==> src/rtl/io_bus_arbiter_if.sv <==
// Bus bundle for io_bus_arbiter: two requesting masters (m0, m1), the shared
// slave bus (io_*) and the sticky timeout status flag.
// Modport "slave" is the arbiter's view (it serves the bus masters' requests
// and drives the shared slave bus); modport "master" is the view of the
// surrounding system that drives master requests and slave responses.
interface io_bus_arbiter_if;
  logic [19:0] m0_address;
  logic        m0_read;
  logic        m0_write;
  logic [7:0]  m0_wdata;
  logic        m0_ack;
  logic [7:0]  m0_rdata;

  logic [19:0] m1_address;
  logic        m1_read;
  logic        m1_write;
  logic [7:0]  m1_wdata;
  logic        m1_ack;
  logic [7:0]  m1_rdata;

  logic [19:0] io_address;
  logic        io_read;
  logic        io_write;
  logic [7:0]  io_wdata;
  logic [7:0]  io_rdata;
  logic        io_ack;

  logic        timeout_err;

  modport slave (
    input  m0_address, m0_read, m0_write, m0_wdata,
    input  m1_address, m1_read, m1_write, m1_wdata,
    input  io_rdata, io_ack,
    output m0_ack, m0_rdata, m1_ack, m1_rdata,
    output io_address, io_read, io_write, io_wdata,
    output timeout_err
  );

  modport master (
    output m0_address, m0_read, m0_write, m0_wdata,
    output m1_address, m1_read, m1_write, m1_wdata,
    output io_rdata, io_ack,
    input  m0_ack, m0_rdata, m1_ack, m1_rdata,
    input  io_address, io_read, io_write, io_wdata,
    input  timeout_err
  );
endinterface

==> src/rtl/io_bus_arbiter.sv <==
// io_bus_arbiter: two-master, one-slave 8-bit IO bus arbiter.
// Each master may have one request outstanding; requests are captured into a
// per-master pending entry and issued to the slave one at a time, with
// round-robin selection when both masters are waiting.
// Optional feature: define IO_ARB_TIMEOUT_EN to enable the slave-ack watchdog
// (TIMEOUT_CYCLES cycles in WAIT -> forced ack with 0xFF, sticky timeout_err).
// Without the macro WAIT lasts until io_ack and timeout_err is constant 0.
module io_bus_arbiter #(
  parameter int TIMEOUT_CYCLES = 255
) (
  input  logic           clock,
  input  logic           reset,
  io_bus_arbiter_if.slave bus
);

  if (TIMEOUT_CYCLES < 1) begin : g_bad_timeout
    $error("io_bus_arbiter: TIMEOUT_CYCLES must be at least 1");
  end

  typedef enum logic [1:0] {
    IDLE  = 2'd0,
    ISSUE = 2'd1,
    WAIT  = 2'd2
  } state_t;

  state_t      state_r;

  // Pending entries, one per master; an entry stays set while in service.
  logic [1:0]  pend_r;
  logic [19:0] pend_addr_r  [2];
  logic [7:0]  pend_wdata_r [2];
  logic [1:0]  pend_write_r;

  logic        grant_r;
  logic        last_r;

  logic        io_read_r;
  logic        io_write_r;
  logic [19:0] io_address_r;
  logic [7:0]  io_wdata_r;
  logic [1:0]  ack_r;
  logic [7:0]  rdata_r [2];

  logic [1:0]  req_s;
  logic [19:0] req_addr_s  [2];
  logic [7:0]  req_wdata_s [2];
  logic [1:0]  req_write_s;
  logic        grant_sel_s;
  logic        expire_s;
  logic        complete_s;

`ifdef IO_ARB_TIMEOUT_EN
  localparam int CNT_W = $clog2(TIMEOUT_CYCLES + 1);
  logic [CNT_W-1:0] cnt_r;
  logic             timeout_err_r;

  assign expire_s        = (cnt_r == CNT_W'(TIMEOUT_CYCLES - 1));
  assign bus.timeout_err = timeout_err_r;
`else
  assign expire_s        = 1'b0;
  assign bus.timeout_err = 1'b0;
`endif

  // Gather the per-master request inputs into indexable form.
  always_comb begin
    req_s[0]       = bus.m0_read | bus.m0_write;
    req_s[1]       = bus.m1_read | bus.m1_write;
    req_addr_s[0]  = bus.m0_address;
    req_addr_s[1]  = bus.m1_address;
    req_wdata_s[0] = bus.m0_wdata;
    req_wdata_s[1] = bus.m1_wdata;
    req_write_s[0] = bus.m0_write;
    req_write_s[1] = bus.m1_write;
  end

  // Round-robin choice: a lone pending master wins, a tie goes to the one not served last.
  always_comb begin
    grant_sel_s = 1'b0;
    if (pend_r[0] && pend_r[1]) begin
      grant_sel_s = ~last_r;
    end else if (pend_r[0]) begin
      grant_sel_s = 1'b0;
    end else begin
      grant_sel_s = 1'b1;
    end
  end

  // The granted transaction finishes on a slave ack or a watchdog expiry in WAIT.
  always_comb begin
    complete_s = (state_r == WAIT) && (bus.io_ack || expire_s);
  end

  // Capture master strobes into free pending entries; release the served entry on completion.
  always_ff @(posedge clock) begin
    if (reset) begin
      pend_r       <= 2'b00;
      pend_write_r <= 2'b00;
      for (int n = 0; n < 2; n++) begin
        pend_addr_r[n]  <= 20'h00000;
        pend_wdata_r[n] <= 8'h00;
      end
    end else begin
      for (int n = 0; n < 2; n++) begin
        if (complete_s && (grant_r == 1'(n))) begin
          pend_r[n] <= 1'b0;
        end else if (!pend_r[n] && req_s[n]) begin
          pend_r[n]       <= 1'b1;
          pend_addr_r[n]  <= req_addr_s[n];
          pend_wdata_r[n] <= req_wdata_s[n];
          pend_write_r[n] <= req_write_s[n];
        end else begin
          pend_r[n] <= pend_r[n];
        end
      end
    end
  end

  // Arbitration FSM with registered slave strobes, master acks and read data.
  always_ff @(posedge clock) begin
    if (reset) begin
      state_r      <= IDLE;
      grant_r      <= 1'b0;
      last_r       <= 1'b1;
      io_read_r    <= 1'b0;
      io_write_r   <= 1'b0;
      io_address_r <= 20'h00000;
      io_wdata_r   <= 8'h00;
      ack_r        <= 2'b00;
      rdata_r[0]   <= 8'h00;
      rdata_r[1]   <= 8'h00;
`ifdef IO_ARB_TIMEOUT_EN
      cnt_r         <= '0;
      timeout_err_r <= 1'b0;
`endif
    end else begin
      ack_r      <= 2'b00;
      io_read_r  <= 1'b0;
      io_write_r <= 1'b0;
      case (state_r)
        IDLE: begin
          if (|pend_r) begin
            grant_r      <= grant_sel_s;
            io_address_r <= pend_addr_r[grant_sel_s];
            io_wdata_r   <= pend_wdata_r[grant_sel_s];
            io_read_r    <= ~pend_write_r[grant_sel_s];
            io_write_r   <= pend_write_r[grant_sel_s];
            state_r      <= ISSUE;
          end else begin
            state_r <= IDLE;
          end
        end
        ISSUE: begin
          // io_ack during the strobe cycle is deliberately not looked at.
          state_r <= WAIT;
`ifdef IO_ARB_TIMEOUT_EN
          cnt_r   <= '0;
`endif
        end
        WAIT: begin
          if (bus.io_ack) begin
            ack_r[grant_r] <= 1'b1;
            if (!pend_write_r[grant_r]) begin
              rdata_r[grant_r] <= bus.io_rdata;
            end
            last_r  <= grant_r;
            state_r <= IDLE;
          end else if (expire_s) begin
            ack_r[grant_r] <= 1'b1;
            if (!pend_write_r[grant_r]) begin
              rdata_r[grant_r] <= 8'hFF;
            end
`ifdef IO_ARB_TIMEOUT_EN
            timeout_err_r <= 1'b1;
`endif
            last_r  <= grant_r;
            state_r <= IDLE;
          end else begin
`ifdef IO_ARB_TIMEOUT_EN
            cnt_r   <= cnt_r + CNT_W'(1);
`endif
            state_r <= WAIT;
          end
        end
        default: begin
          state_r <= IDLE;
        end
      endcase
    end
  end

  assign bus.io_read    = io_read_r;
  assign bus.io_write   = io_write_r;
  assign bus.io_address = io_address_r;
  assign bus.io_wdata   = io_wdata_r;
  assign bus.m0_ack     = ack_r[0];
  assign bus.m1_ack     = ack_r[1];
  assign bus.m0_rdata   = rdata_r[0];
  assign bus.m1_rdata   = rdata_r[1];

endmodule

==> src/flat_wrapper.sv <==
// flat-port wrapper written by rule: the top's interface ports become plain ports
module io_bus_arbiter_flat 
#(
  parameter int TIMEOUT_CYCLES = 255
)
  (clock, reset, bus_m0_address, bus_m0_read, bus_m0_write, bus_m0_wdata, bus_m1_address, bus_m1_read, bus_m1_write, bus_m1_wdata, bus_io_rdata, bus_io_ack, bus_m0_ack, bus_m0_rdata, bus_m1_ack, bus_m1_rdata, bus_io_address, bus_io_read, bus_io_write, bus_io_wdata, bus_timeout_err);
  io_bus_arbiter_if bus_i ();
  input  logic clock;
  input  logic reset;
  input wire logic [$bits(bus_i.m0_address)-1:0] bus_m0_address;
  input wire logic [$bits(bus_i.m0_read)-1:0] bus_m0_read;
  input wire logic [$bits(bus_i.m0_write)-1:0] bus_m0_write;
  input wire logic [$bits(bus_i.m0_wdata)-1:0] bus_m0_wdata;
  input wire logic [$bits(bus_i.m1_address)-1:0] bus_m1_address;
  input wire logic [$bits(bus_i.m1_read)-1:0] bus_m1_read;
  input wire logic [$bits(bus_i.m1_write)-1:0] bus_m1_write;
  input wire logic [$bits(bus_i.m1_wdata)-1:0] bus_m1_wdata;
  input wire logic [$bits(bus_i.io_rdata)-1:0] bus_io_rdata;
  input wire logic [$bits(bus_i.io_ack)-1:0] bus_io_ack;
  output wire logic [$bits(bus_i.m0_ack)-1:0] bus_m0_ack;
  output wire logic [$bits(bus_i.m0_rdata)-1:0] bus_m0_rdata;
  output wire logic [$bits(bus_i.m1_ack)-1:0] bus_m1_ack;
  output wire logic [$bits(bus_i.m1_rdata)-1:0] bus_m1_rdata;
  output wire logic [$bits(bus_i.io_address)-1:0] bus_io_address;
  output wire logic [$bits(bus_i.io_read)-1:0] bus_io_read;
  output wire logic [$bits(bus_i.io_write)-1:0] bus_io_write;
  output wire logic [$bits(bus_i.io_wdata)-1:0] bus_io_wdata;
  output wire logic [$bits(bus_i.timeout_err)-1:0] bus_timeout_err;
  assign bus_i.m0_address = bus_m0_address;
  assign bus_i.m0_read = bus_m0_read;
  assign bus_i.m0_write = bus_m0_write;
  assign bus_i.m0_wdata = bus_m0_wdata;
  assign bus_i.m1_address = bus_m1_address;
  assign bus_i.m1_read = bus_m1_read;
  assign bus_i.m1_write = bus_m1_write;
  assign bus_i.m1_wdata = bus_m1_wdata;
  assign bus_i.io_rdata = bus_io_rdata;
  assign bus_i.io_ack = bus_io_ack;
  assign bus_m0_ack = bus_i.m0_ack;
  assign bus_m0_rdata = bus_i.m0_rdata;
  assign bus_m1_ack = bus_i.m1_ack;
  assign bus_m1_rdata = bus_i.m1_rdata;
  assign bus_io_address = bus_i.io_address;
  assign bus_io_read = bus_i.io_read;
  assign bus_io_write = bus_i.io_write;
  assign bus_io_wdata = bus_i.io_wdata;
  assign bus_timeout_err = bus_i.timeout_err;
  io_bus_arbiter #(.TIMEOUT_CYCLES(TIMEOUT_CYCLES)) u_core (.clock(clock), .reset(reset), .bus(bus_i));
endmodule
==> config.mk <==
export PLATFORM = sky130hd
export DESIGN_NAME = io_bus_arbiter_flat
export DESIGN_NICKNAME = d
export VERILOG_FILES = /design/src/rtl/io_bus_arbiter_if.sv /design/src/rtl/io_bus_arbiter.sv /design/src/flat_wrapper.sv
export SDC_FILE = /design/constraint.sdc
export NUM_CORES = 1
export LEC_CHECK = 0
export CORE_MARGIN = 5
export CORE_UTILIZATION = 25
export DETAILED_ROUTE_END_ITERATION = 6
export PLACE_DENSITY = 0.49
export SYNTH_ARGS = -nofsm -noshare
export SYNTH_HDL_FRONTEND = slang
export SYNTH_SLANG_ARGS = --single-unit
==> constraint.sdc <==
create_clock -name clock -period 8 [get_ports clock]
set_clock_uncertainty 0.2 [all_clocks]
set_input_delay 2.4 -clock clock [delete_from_list [all_inputs] [get_ports clock]]
set_output_delay 2.4 -clock clock [all_outputs]
set_load 0.005 [all_outputs]
==> out/metrics.csv, run 1 <==
stage,metric,value,unit
synth,yosysUniqueCellTypes,38,
synth,ys_seq_area_frac,0.598,
placed_design,placed_cell_area,6280,um^2
power,leakagePower,2.27,nW
synth,synth_area,4960,um^2
routing,ant_nets,0,
die,die_area,22700,um^2
clocking,cts-root-buf,clkbuf_16,
setup_path,cp-startpoint,bus_io_ack,
sta,drv_slew,0,
status,status,finished clean,
synth,synth_edf_count,72,
sta,hold_violations,0,
setup_path,reg2reg_from,u_core.state_r[1]$_SDFF_PP0_,
global_route,grtUsageMet1,0.151,
hold_path,hold_class,flip-flop to flip-flop,
routing,wire_per_inst,17.4,um
synth,synth_commonest_cells,"a21oi_1 (86), edfxtp_1 (72), nand2_1 (61)",
synth,ys_top_cells_by_area,"edfxtp_1 (44%), dfxtp_1 (16%), a311oi_2 (8.8%)",
power,power_switching_share,0.261,
synth,synthArstFlopShare,0,
flow_run,cap_violations,0,
power,p_clk_frac,0.320,
synth,synth_seq_cells,112,
setup_path,cp_max_fo,58,
clocking,clock_path_buffers,2,
routing,drt_iter0_markers,213,
routing,vias,3791,
global_route,grt_remaining_overflow,0,
clocking,cts_resized,0,
routing,viasPerCell,4.73,
sta,tns,0,ns
sta,relSlewSlack,0.142,
clocking,cts_max_level,3,
power,switching_power,368,uW
power,combPwrFrac,0.181,
setup_path,path_cells,clkdlybuf4s50_1 -> nand3b_1 -> o21ai_4 -> buf_4 -> nand2_1,
die,num_rows,51,
clocking,clk_pin_slew,0.07,ns
layout,antenna_cells,0,
global_route,grt_pass1_wl,21500,um
sta,whs,0.310,ns
sta,min_period,5.21,ns
layout,area_growth,32.6,%
synth,yosys.area.top_type,edfxtp_1,
die,core_area,19500,um^2
setup_path,crit_slowest_cell,nand2_1,
power,powerDensity,215,nW/um^2
synth,syn_avg_cell_area,11.2,um^2
placed_design,dp_hpwl,9170,um
global_route,grtUsageMet3,0.0368,
clocking,cts_inserted_buffers,9,
global_route,antenna_found_initial,0,
die,die_h,151,um
synth,synthFlopType,edfxtp_1,
global_route,met2_usage,0.207,
setup_path,worstSetupPathType,input port to flip-flop,
sta,rsz0062_at_grt,no,
synth,yosysWarnings,0,
setup_path,cp.arrival,4.82,ns
die,dieWidth,151,um
sta,period_share,0.652,
clocking,worstSkewPairLatency,0.35,ns
routing,drt_first_pass_iters,4,
synth,syn-num-nets,515,
synth,yosysTopAreaCellShare,0.436,
sta,timing.fmax,0.192,GHz
layout,drive_above_1_share,0.115,
die,start_util,0.255,
placed_design,io_buffers,118,
layout,fin_nets,603,
clocking,hold_buffers,0,
synth,yosysMostFrequentCell,a21oi_1,
clocking,cts_sinks,112,
layout,n_fill_cell,1981,
power,p_int,1.04,mW
routing,wirelength,14000,um
setup_path,critPathRequiredTime,7.61,ns
power,ir_worst_vdd,97.6,uV
global_route,top_usage_layer,met2,
setup_path,cp_slowest_stage_delay,0.85,ns
layout,fin_area,6570,um^2
global_route,grt_pass1_vias,3888,
sta,tightest_slew,1.29,ns
hold_path,min_from,u_core.last_r$_SDFFE_PP1N_,
clocking,post_cts_buffers,0,
setup_path,startpoint_type,input port,
power,pwr-share-seq,0.499,
global_route,grt_max_degree,63,
routing,post-route-drc-count,0,
die,io_pins,120,
global_route,track_usage,0.123,
placed_design,gp_congestion,0.707,
synth,syn_inst,444,
sta,setup_violations,0,
setup_path,end_kind,flip-flop,
clocking,cts_tree,done,
cell type report:
| class | count | area, um^2 | share of cell area |
|---|---|---|---|
| clock buffer | 11 | 233 | 0.0354 |
| multi-input combinational | 283 | 1760 | 0.268 |
| tap | 265 | 332 | 0.0504 |
| clock inverter | 5 | 55.1 | 0.00838 |
| sequential | 112 | 2960 | 0.451 |
| inverter | 2 | 7.51 | 0.00114 |
| timing repair buffer | 124 | 1220 | 0.186 |
metal layers:
metal / share of wire / wire [um]
met5: 0 / 0
met4: 0.017 / 244
met3: 0.077 / 1080
met1: 0.41 / 5710
met2: 0.50 / 6950
kinds of logic after synthesis:
kind of cell / Yosys count / share of synthesized area
buffers and inverters: 49 / 0.0512
multiplexers: 1 / 0.00202
AO/OA/AOI/OAI: 152 / 0.218
AND/OR/NAND/NOR: 129 / 0.130
flip-flops: 112 / 0.598
other: 1 / 0.000756
power by group through the flow:
stage | clock, mW | sequential [mW] | combinational (mW)
after floorplan | 0 | 0.710 | 0.144
after global placement | 0 | 0.715 | 0.256
after detailed placement | 0 | 0.716 | 0.261
after CTS | 0.462 | 0.704 | 0.261
after global routing | 0.483 | 0.710 | 0.279
final | 0.451 | 0.703 | 0.256
state kept, by name (all words and copies together), names as in the netlist:
signal                 count
u_core.last_r              1
u_core.bus.io_write        1
u_core.bus.io_address     20
u_core.bus.io_read         1
u_core.state_r             2
u_core.pend_r              2
u_core.bus.io_wdata        8
u_core.pend_write_r        2
u_core.pend_wdata_r       16
u_core.rdata_r            16
u_core.ack_r               2
u_core.pend_addr_r        40
u_core.grant_r             1
path summary, 6_finish.rpt:
path	depth (start not counted)	slack, ns	to
min	2	0.31	u_core.last_r$_SDFFE_PP1N_
max	5	2.79	u_core.pend_addr_r[0][16]$_SDFFCE_PN0P_
min reg2reg	2	0.31	u_core.last_r$_SDFFE_PP1N_
max reg2reg	4	4.94	u_core.pend_addr_r[0][16]$_SDFFCE_PN0P_
placed cells by master (no fill, tap or decap), types with 3 or more instances in the layout:
master           netlist  layout
o21ai_0               28      28
clkdlybuf4s50_1        0     117
and2_1                16      16
buf_4                  9       6
nand3_1               31      31
a21oi_1               86      86
nor2_1                 5       4
clkbuf_16              0       9
nand2_1               61      61
a311oi_2              29      29
nor3_1                 3       3
dfxtp_1               40      40
edfxtp_1              72      72
critical path, delay by kind of cell:
kind / cells / cell delay, ns
compound gates: 1 / 0.20
buf+inv: 2 / 1.05
simple gates: 2 / 1.12
per-stage QoR:
stage	power (mW)	utilization	setup slack, ns	cells
finish	1.41	0.338	2.79	802
global route	1.47	0.338	2.52	802
CTS	1.43	0.338	2.74	802
detailed placement	0.977	0.323	2.36	786
global placement	0.971	0.323	2.48	786
floorplan	0.854	-	3.74	444
Note: power is estimated with default switching activity, not from simulation.
==> run 2, diff against run 1 <==
--- a/config.mk
+++ b/config.mk
@@ -8,7 +8,7 @@
 export CORE_MARGIN = 5
 export CORE_UTILIZATION = 25
 export DETAILED_ROUTE_END_ITERATION = 6
-export PLACE_DENSITY = 0.49
+export PLACE_DENSITY = 0.51
 export SYNTH_ARGS = -nofsm -noshare
 export SYNTH_HDL_FRONTEND = slang
 export SYNTH_SLANG_ARGS = --single-unit
==> constraint.sdc (replaced) <==
create_clock -name clock -period 4.6 [get_ports clock]
set_clock_uncertainty 0.2 [all_clocks]
set_input_delay 1.38 -clock clock [delete_from_list [all_inputs] [get_ports clock]]
set_output_delay 1.38 -clock clock [all_outputs]
set_load 0.005 [all_outputs]
==> out/metrics.csv, run 2 (synthesized netlist as in run 1, its figures left out) <==
stage,metric,value,unit
layout,fin_nets,609,
die,dieWidth,151,um
clocking,cts-root-buf,clkbuf_16,
placed_design,dp_cells,792,
hold_path,hold_class,flip-flop to flip-flop,
sta,tightest_slew,0.959,ns
global_route,track_usage,0.120,
global_route,grt_remaining_overflow,0,
routing,vias,3707,
global_route,grt_max_degree,44,
clocking,post_cts_buffers,0,
clocking,clk_pin_slew,0.06,ns
clocking,worstSkewPairLatency,0.35,ns
routing,post-route-drc-count,0,
setup_path,critPathRequiredTime,4.49,ns
setup_path,cp.arrival,3.20,ns
clocking,cts_resized,0,
clocking,cts_inserted_buffers,9,
sta,setup_violations,0,
sta,setup_ws,1.29,ns
clocking,cts_sinks,112,
layout,fin_util,0.342,
sta,whs,0.298,ns
clocking,cts_tree,done,
layout,area_growth,34.3,%
routing,viasPerCell,4.59,
power,ir_worst_vdd,192,uV
sta,timing.fmax,0.302,GHz
setup_path,startpoint_type,input port,
placed_design,io_buffers,118,
die,die_area,22700,um^2
routing,drt_first_pass_iters,4,
sta,drv_slew,0,
flow_run,cap_violations,0,
layout,final_common_cell,clkdlybuf4s50_1,
power,powerDensity,376,nW/um^2
die,start_util,0.255,
layout,final_cell_count_no_fill,808,
routing,wire_per_inst,17.0,um
placed_design,dp_hpwl,9770,um
sta,min_period,3.31,ns
placed_design,gp_congestion,0.796,
global_route,antenna_found_initial,0,
die,num_rows,51,
routing,wirelength,13700,um
clocking,hold_buffers,0,
global_route,grt_pass1_wl,21100,um
layout,top_register,u_core.pend_addr_r,
setup_path,worstSetupPathType,input port to flip-flop,
layout,drive_above_1_share,0.125,
layout,final_cell_mix,"clkdlybuf4s50_1 (117), a21oi_1 (86), edfxtp_1 (72), nand2_1 (61), dfxtp_1 (40)",
placed_design,placed_cell_area,6340,um^2
layout,fin_area,6660,um^2
global_route,grt_pass1_vias,3897,
clocking,clock_path_buffers,2,
routing,ant_nets,0,
sta,tns,0,ns
clocking,cts_max_level,3,
sta,period_share,0.720,
layout,antenna_cells,0,
status,status,finished clean,
setup_path,end_kind,flip-flop,
layout,largest_reg_flops,40,
sta,rsz0062_at_grt,no,
power,leakagePower,2.31,nW
sta,hold_violations,0,
power,fin_total_pwr,2.50,mW
die,io_pins,120,
routing,drt_iter0_markers,215,
die,core_area,19500,um^2
placed_design,place_ws,0.957,ns
sta,relSlewSlack,0.360,
setup_path,cp_max_fo,20,
die,die_h,151,um
## run 2: cell types whose count changed in the layout (fill, tap and decap cells not counted), sizes merged
cell / previous run / this run
buf: 7 / 13
bufinv: 1 / 2
clkbuf: 11 / 12
clkinv: 2 / 1
clkinvlp: 1 / 0
## run 2: cell type report
cell class / count / area (um^2)
inverters: 2 / 7.51
clock buffers: 12 / 236
flip-flops and latches: 112 / 2960
well taps: 265 / 332
repair buffers: 130 / 1280
clock inverters: 4 / 77.6
multi-input cells: 283 / 1760
fillers: 1990 / 12800
## run 2: worst paths after layout
check                                                   start                                 endpoint  slack, ns  depth (start not counted)
worst min register to register     u_core.last_r$_SDFFE_PP1N_               u_core.last_r$_SDFFE_PP1N_       0.30                          2
worst max-delay path                               bus_io_ack  u_core.pend_addr_r[0][13]$_SDFFCE_PN0P_       1.29                          5
worst min-delay path               u_core.last_r$_SDFFE_PP1N_               u_core.last_r$_SDFFE_PP1N_       0.30                          2
worst max register to register  u_core.pend_r[0]$_SDFFE_PP0P_    u_core.bus.io_address[0]$_SDFFE_PP0P_       1.94                          4
## run 2: layer usage
metal / vias to the layer above / routed length (um) / global-route usage
li1: 1817 / - / -
met1: 1744 / 5920 / 0.149
met2: 121 / 6630 / 0.203
met3: 25 / 840 / 0.0347
met4: 0 / 310 / 0.0372
met5: - / 0 / 0
## run 2: critical path, cell delays in order
cell	delay (ns)
clkdlybuf4s50_1	0.54
nand3b_1	0.28
o21ai_4	0.59
nand2_1	0.14
buf_4	0.25
## run 2: power by group
part | internal [mW] | total (mW) | switching [mW]
registers | 1.18 | 1.23 | 0.0512
logic | 0.218 | 0.447 | 0.229
clock network | 0.481 | 0.828 | 0.346
total | 1.88 | 2.50 | 0.627
==> RTL change 1, RTL diff (config.mk and constraints of run 2) <==
Add a define of `IO_ARB_TIMEOUT_EN`.
--- a/src/rtl/io_bus_arbiter.sv
+++ b/src/rtl/io_bus_arbiter.sv
@@ -5,6 +5,8 @@
 // Optional feature: define IO_ARB_TIMEOUT_EN to enable the slave-ack watchdog
 // (TIMEOUT_CYCLES cycles in WAIT -> forced ack with 0xFF, sticky timeout_err).
 // Without the macro WAIT lasts until io_ack and timeout_err is constant 0.
+`define IO_ARB_TIMEOUT_EN
+
 module io_bus_arbiter #(
   parameter int TIMEOUT_CYCLES = 255
 ) (
Behaviour: no difference found for any inputs over 10 cycles, from zero or initial values and one cycle with reset high; that may be too few to reach the edited logic, so the function may still have changed.
==> RTL change 1 against run 2 <==
Global-route usage down 1.1 points; highest routed layer unchanged; routed wire length is 1.0% lower; area after synthesis up 9.2%; via count rose by 6.9%; critical path type unchanged; sequential power grew 7%; final area grew 11%; setup slack worse by 0.28 ns; die area rose by 8.6%; clock power is 50% higher; fmax decreased by 7.8%; sequential cell count up 9; total power rose by 19%; critical endpoint is now u_core.pend_addr_r[0][1]$_SDFFCE_PN0P_.
==> RTL change 1: results (changes against run 2) <==
metric;value;unit;change
status;completed;;
multi_input_cells;315;;+11%
clk_latency;0.41;ns;+0.06 ns
place_inst;843;;+6.4%
route.met3.wl;904;um;+7.6%
dr_wl_met2;6448;um;-2.7%
multiInputGateArea;2063;um^2;+17%
peakVddDrop;0.0002371;V;+23%
place_area;6823;um^2;+7.6%
postSynthAreaPerCell;11.17;um^2;about the same
grt_use_met1;0.1337;;-0.01554
synth_fa_ha_area_frac;0.004621;;+0.004621
yosys-top-cells-area;edfxtp_1 (40%), dfxtp_1 (18%), nand2b_1 (7.2%);;
grt_pass1_wl;21200;um;+0.69%
drt_wl_total;13560;um;-1.0%
clock_buffers;18;;+6
fillers;2100;;+5.5%
grt_use_met3;0.04042;;+0.005708
crit_arrival;3.51;ns;+0.31 ns
dp_hpwl;9169;um;-6.2%
drtIter0Drc;152;;-29%
met1_length;6059;um;+2.4%
gp_congestion;0.7841;;-1.5%
synth_compound_area_frac;0.1537;;-0.06442
h-tree-depth;4;;+1
min-delay-start;u_core.cnt_r[7]$_SDFFE_PP0P_;;
wl_per_cell;15.50;um;-8.6%
synth_cell_types;47;;+24%
drive_gt1_frac;0.08500;;-0.04023
dieArea;24700;um^2;+8.6%
clock_area_frac;0.07608;;+0.02890
grt_start_max_net_pins;80;;+82%
fin_nets;660;;+8.4%
layout.nonclk_buf_frac;0.1688;;-0.02335
min_path_type;reg -> reg;;
synth_seq_area_share;0.5804;;-0.01727
numPortBuffers;119;;+0.85%
synth_ff_type;edfxtp_1;;
grt_pass1_vias;4095;;+5.1%
max_stage_delay;0.65;ns;+0.06 ns
cts_num_sinks;121;;+8.0%
cp_slowest_cell;clkdlybuf4s50_1;;
seqAreaFraction;0.4256;;-0.01949
signal_buffers;125;;-3.8%
track_usage;0.1098;;-0.01058
synth_nets;558;;+8.3%
critical_path.max_fanout;57;;+190%
dr_total_vias;3964;;+6.9%
p_leak;2.665;nW;+15%
RTL change 1: cell count changes in the layout (fill, tap and decap cells not counted), sizes merged, moves of 28 or more:
cell	run 2	this run
a311oi	29	1
nand2	61	10
nand3	31	1
mux2i	1	30
nor2	5	44
a211oi	1	29
nand2b	1	62
RTL change 1: cells by family after synthesis:
logic type,Yosys count
AND/OR/NAND/NOR,153
AO/OA/AOI/OAI,130
flip-flops,121
buffers and inverters,49
multiplexers,30
adder cells (fa/ha/maj),2
RTL change 1: worst register-to-register path, delay by kind of cell (launching register included):
family	cells	cell delay [ns]
flip-flops	1	0.36
adder cells (fa/ha/maj)	1	0.17
AO/OA/AOI/OAI	3	0.94
buffers and inverters	2	0.63
AND/OR/NAND/NOR	1	0.14
RTL change 1: report_power, final:
group | internal, mW | switching (mW) | total [mW]
clock | 0.757 | 0.488 | 1.24
sequential | 1.26 | 0.0508 | 1.31
combinational | 0.213 | 0.209 | 0.422
total | 2.23 | 0.747 | 2.98
RTL change 1: metrics by stage:
| step | utilization | worst slack [ns] |
|---|---|---|
| after floorplan | - | 1.104 |
| after global placement | 0.3225 | 0.6995 |
| after detailed placement | 0.3225 | 0.5715 |
| after CTS | 0.3491 | 1.024 |
| after global routing | 0.3491 | 0.8529 |
| final | 0.3491 | 1.011 |
RTL change 1: path summary, 6_finish.rpt:
path	end	slack (ns)	cells past startpoint
worst max-delay path	u_core.pend_addr_r[0][1]$_SDFFCE_PN0P_	1.01	5
worst min-delay path	u_core.cnt_r[7]$_SDFFE_PP0P_	0.29	1
worst max register to register	u_core.pend_addr_r[0][1]$_SDFFCE_PN0P_	1.87	7
worst min register to register	u_core.cnt_r[7]$_SDFFE_PP0P_	0.29	1
==> RTL change 2, RTL diff (config.mk and constraints of run 2) <==
Without the edit above. Reset style: asynchronous (`reset`), changed in 2 clocked blocks.
--- a/src/rtl/io_bus_arbiter.sv
+++ b/src/rtl/io_bus_arbiter.sv
@@ -91,7 +91,7 @@
   end
 
   // Capture master strobes into free pending entries; release the served entry on completion.
-  always_ff @(posedge clock) begin
+  always_ff @(posedge clock or posedge reset) begin
     if (reset) begin
       pend_r       <= 2'b00;
       pend_write_r <= 2'b00;
@@ -116,7 +116,7 @@
   end
 
   // Arbitration FSM with registered slave strobes, master acks and read data.
-  always_ff @(posedge clock) begin
+  always_ff @(posedge clock or posedge reset) begin
     if (reset) begin
       state_r      <= IDLE;
       grant_r      <= 1'b0;
Check against the original RTL: differs if reset is asserted again (counterexample within 4 cycles, from zero or initial values and one cycle with reset high); with reset held inactive, the same outputs for 10 cycles.
==> RTL change 2 against run 2 <==
Routed wire length shrank 8.8%; area after synthesis shrank 7.1%; sequential cell count is the same; die area shrank 6.7%; via count shrank 10%; final cell count shrank 13%; setup slack gained 0.29 ns; global-route usage grew 0.27 points; largest cell class unchanged; final area shrank 5.0%.
Power is not compared: it rests on default switching activity, and its combinational part moved more than twofold at a synthesized area within 25%.
==> RTL change 2: results (changes against run 2) <==
metric;value;unit;change
min_to;u_core.last_r$_DFFE_PP1N_;;
yosys-top-cells-area;dfrtp_1 (60%), mux2_2 (17%), a31oi_1 (3.8%);;
peakVddDrop;0.0003120;V;
dp_hpwl;8376;um;-14%
grt_pass1_vias;3685;;-5.4%
r2r_slack;1.76;ns;-0.18 ns
route.met3.wl;682;um;-19%
r2r_start;u_core.pend_r[0]$_DFFE_PP0P_;;
drive_gt1_frac;0.2185;;+0.09326
track_usage;0.1230;;+0.002674
fin_nets;542;;-11%
netSwitchingPower;1.348;mW;
dr_wl_met2;6041;um;-8.9%
synth_common_cells;dfrtp_1 (111), mux2_2 (70), nand3_1 (30), o21ai_0 (30), a21oi_1 (29);;
status;completed;;
met1_length;5663;um;-4.3%
cts_repair_resize_count;0;;unchanged
p_leak;2.509;nW;
dr_total_vias;3335;;-10%
grt_use_met3;0.04298;;+0.008268
cp_slowest_cell;clkdlybuf4s50_1;;
synth_cell_types;35;;-7.9%
min-delay-start;u_core.last_r$_DFFE_PP1N_;;
async_flop_share;1.000;;+1.000
grt_pass1_wl;20780;um;-1.3%
synth_nets;434;;-16%
gp_congestion;0.7203;;-9.5%
synth_seq_area_share;0.6090;;+0.01129
max_stage_delay;0.46;ns;-0.13 ns
numCtsBuffers;9;;unchanged
r2r-end;u_core.bus.io_write$_DFF_PP0_;;
grt_start_max_net_pins;59;;+34%
drt_wl_total;12500;um;-8.8%
worst-slew-pin-transition;1.163;ns;+0.2039 ns
critical_path.max_fanout;28;;+40%
drtIter0Drc;124;;-42%
synthMuxAreaShare;0.1783;;+0.1762
synth_compound_area_frac;0.1084;;-0.1096
synthXorXnorAreaFrac;0;;unchanged
## RTL change 2: changes by cell type after synthesis, sizes merged, moves of 16 or more
cell | run 2 | this run
dfrtp | 0 | 111
edfxtp | 72 | 0
mux2 | 0 | 72
nand2 | 61 | 3
a21oi | 86 | 29
dfxtp | 40 | 0
a311oi | 29 | 0
a31oi | 0 | 28
and2 | 17 | 1
## RTL change 2: area by class of cell
cell class	instances	area [um^2]	share of cell area
timing repair buffer	126	1254	0.1983
multi-input combinational	219	1649	0.2608
inverter	3	13.76	0.002177
sequential	112	2804	0.4435
clock buffer	11	252.7	0.03998
tap	229	286.5	0.04532
clock inverter	5	62.56	0.009895
## RTL change 2: stage by stage
stage / hold WS [ns] / setup WS [ns] / util / instances / cell area, um^2
5_1_grt: 0.3009 / 1.488 / 0.3508 / 705 / 6322
3_5_place_dp: 0.2754 / 1.208 / 0.3333 / 689 / 6007
3_3_place_gp: 0.2660 / 1.264 / 0.3333 / 689 / 6007
6_report: 0.2851 / 1.581 / 0.3508 / 705 / 6322
2_1_floorplan: 0.2437 / 0.06265 / - / 363 / 4604
4_1_cts: 0.2863 / 1.597 / 0.3508 / 705 / 6322
## RTL change 2: how the worst max path moves through the flow
stage,from,depth (start not counted),end
after CTS,bus_io_ack,4,u_core.bus.m1_rdata[2]$_DFFE_PP0P_
final,bus_io_ack,6,u_core.pend_wdata_r[6]$_DFFE_PP0P_
after global placement,bus_io_ack,6,u_core.pend_addr_r[10]$_DFFE_PP0P_
after floorplan,reset,1,u_core.ack_r[0]$_DFF_PP0_
after detailed placement,bus_io_ack,4,u_core.bus.m1_rdata[6]$_DFFE_PP0P_
after global routing,bus_io_ack,4,u_core.bus.m1_rdata[0]$_DFFE_PP0P_
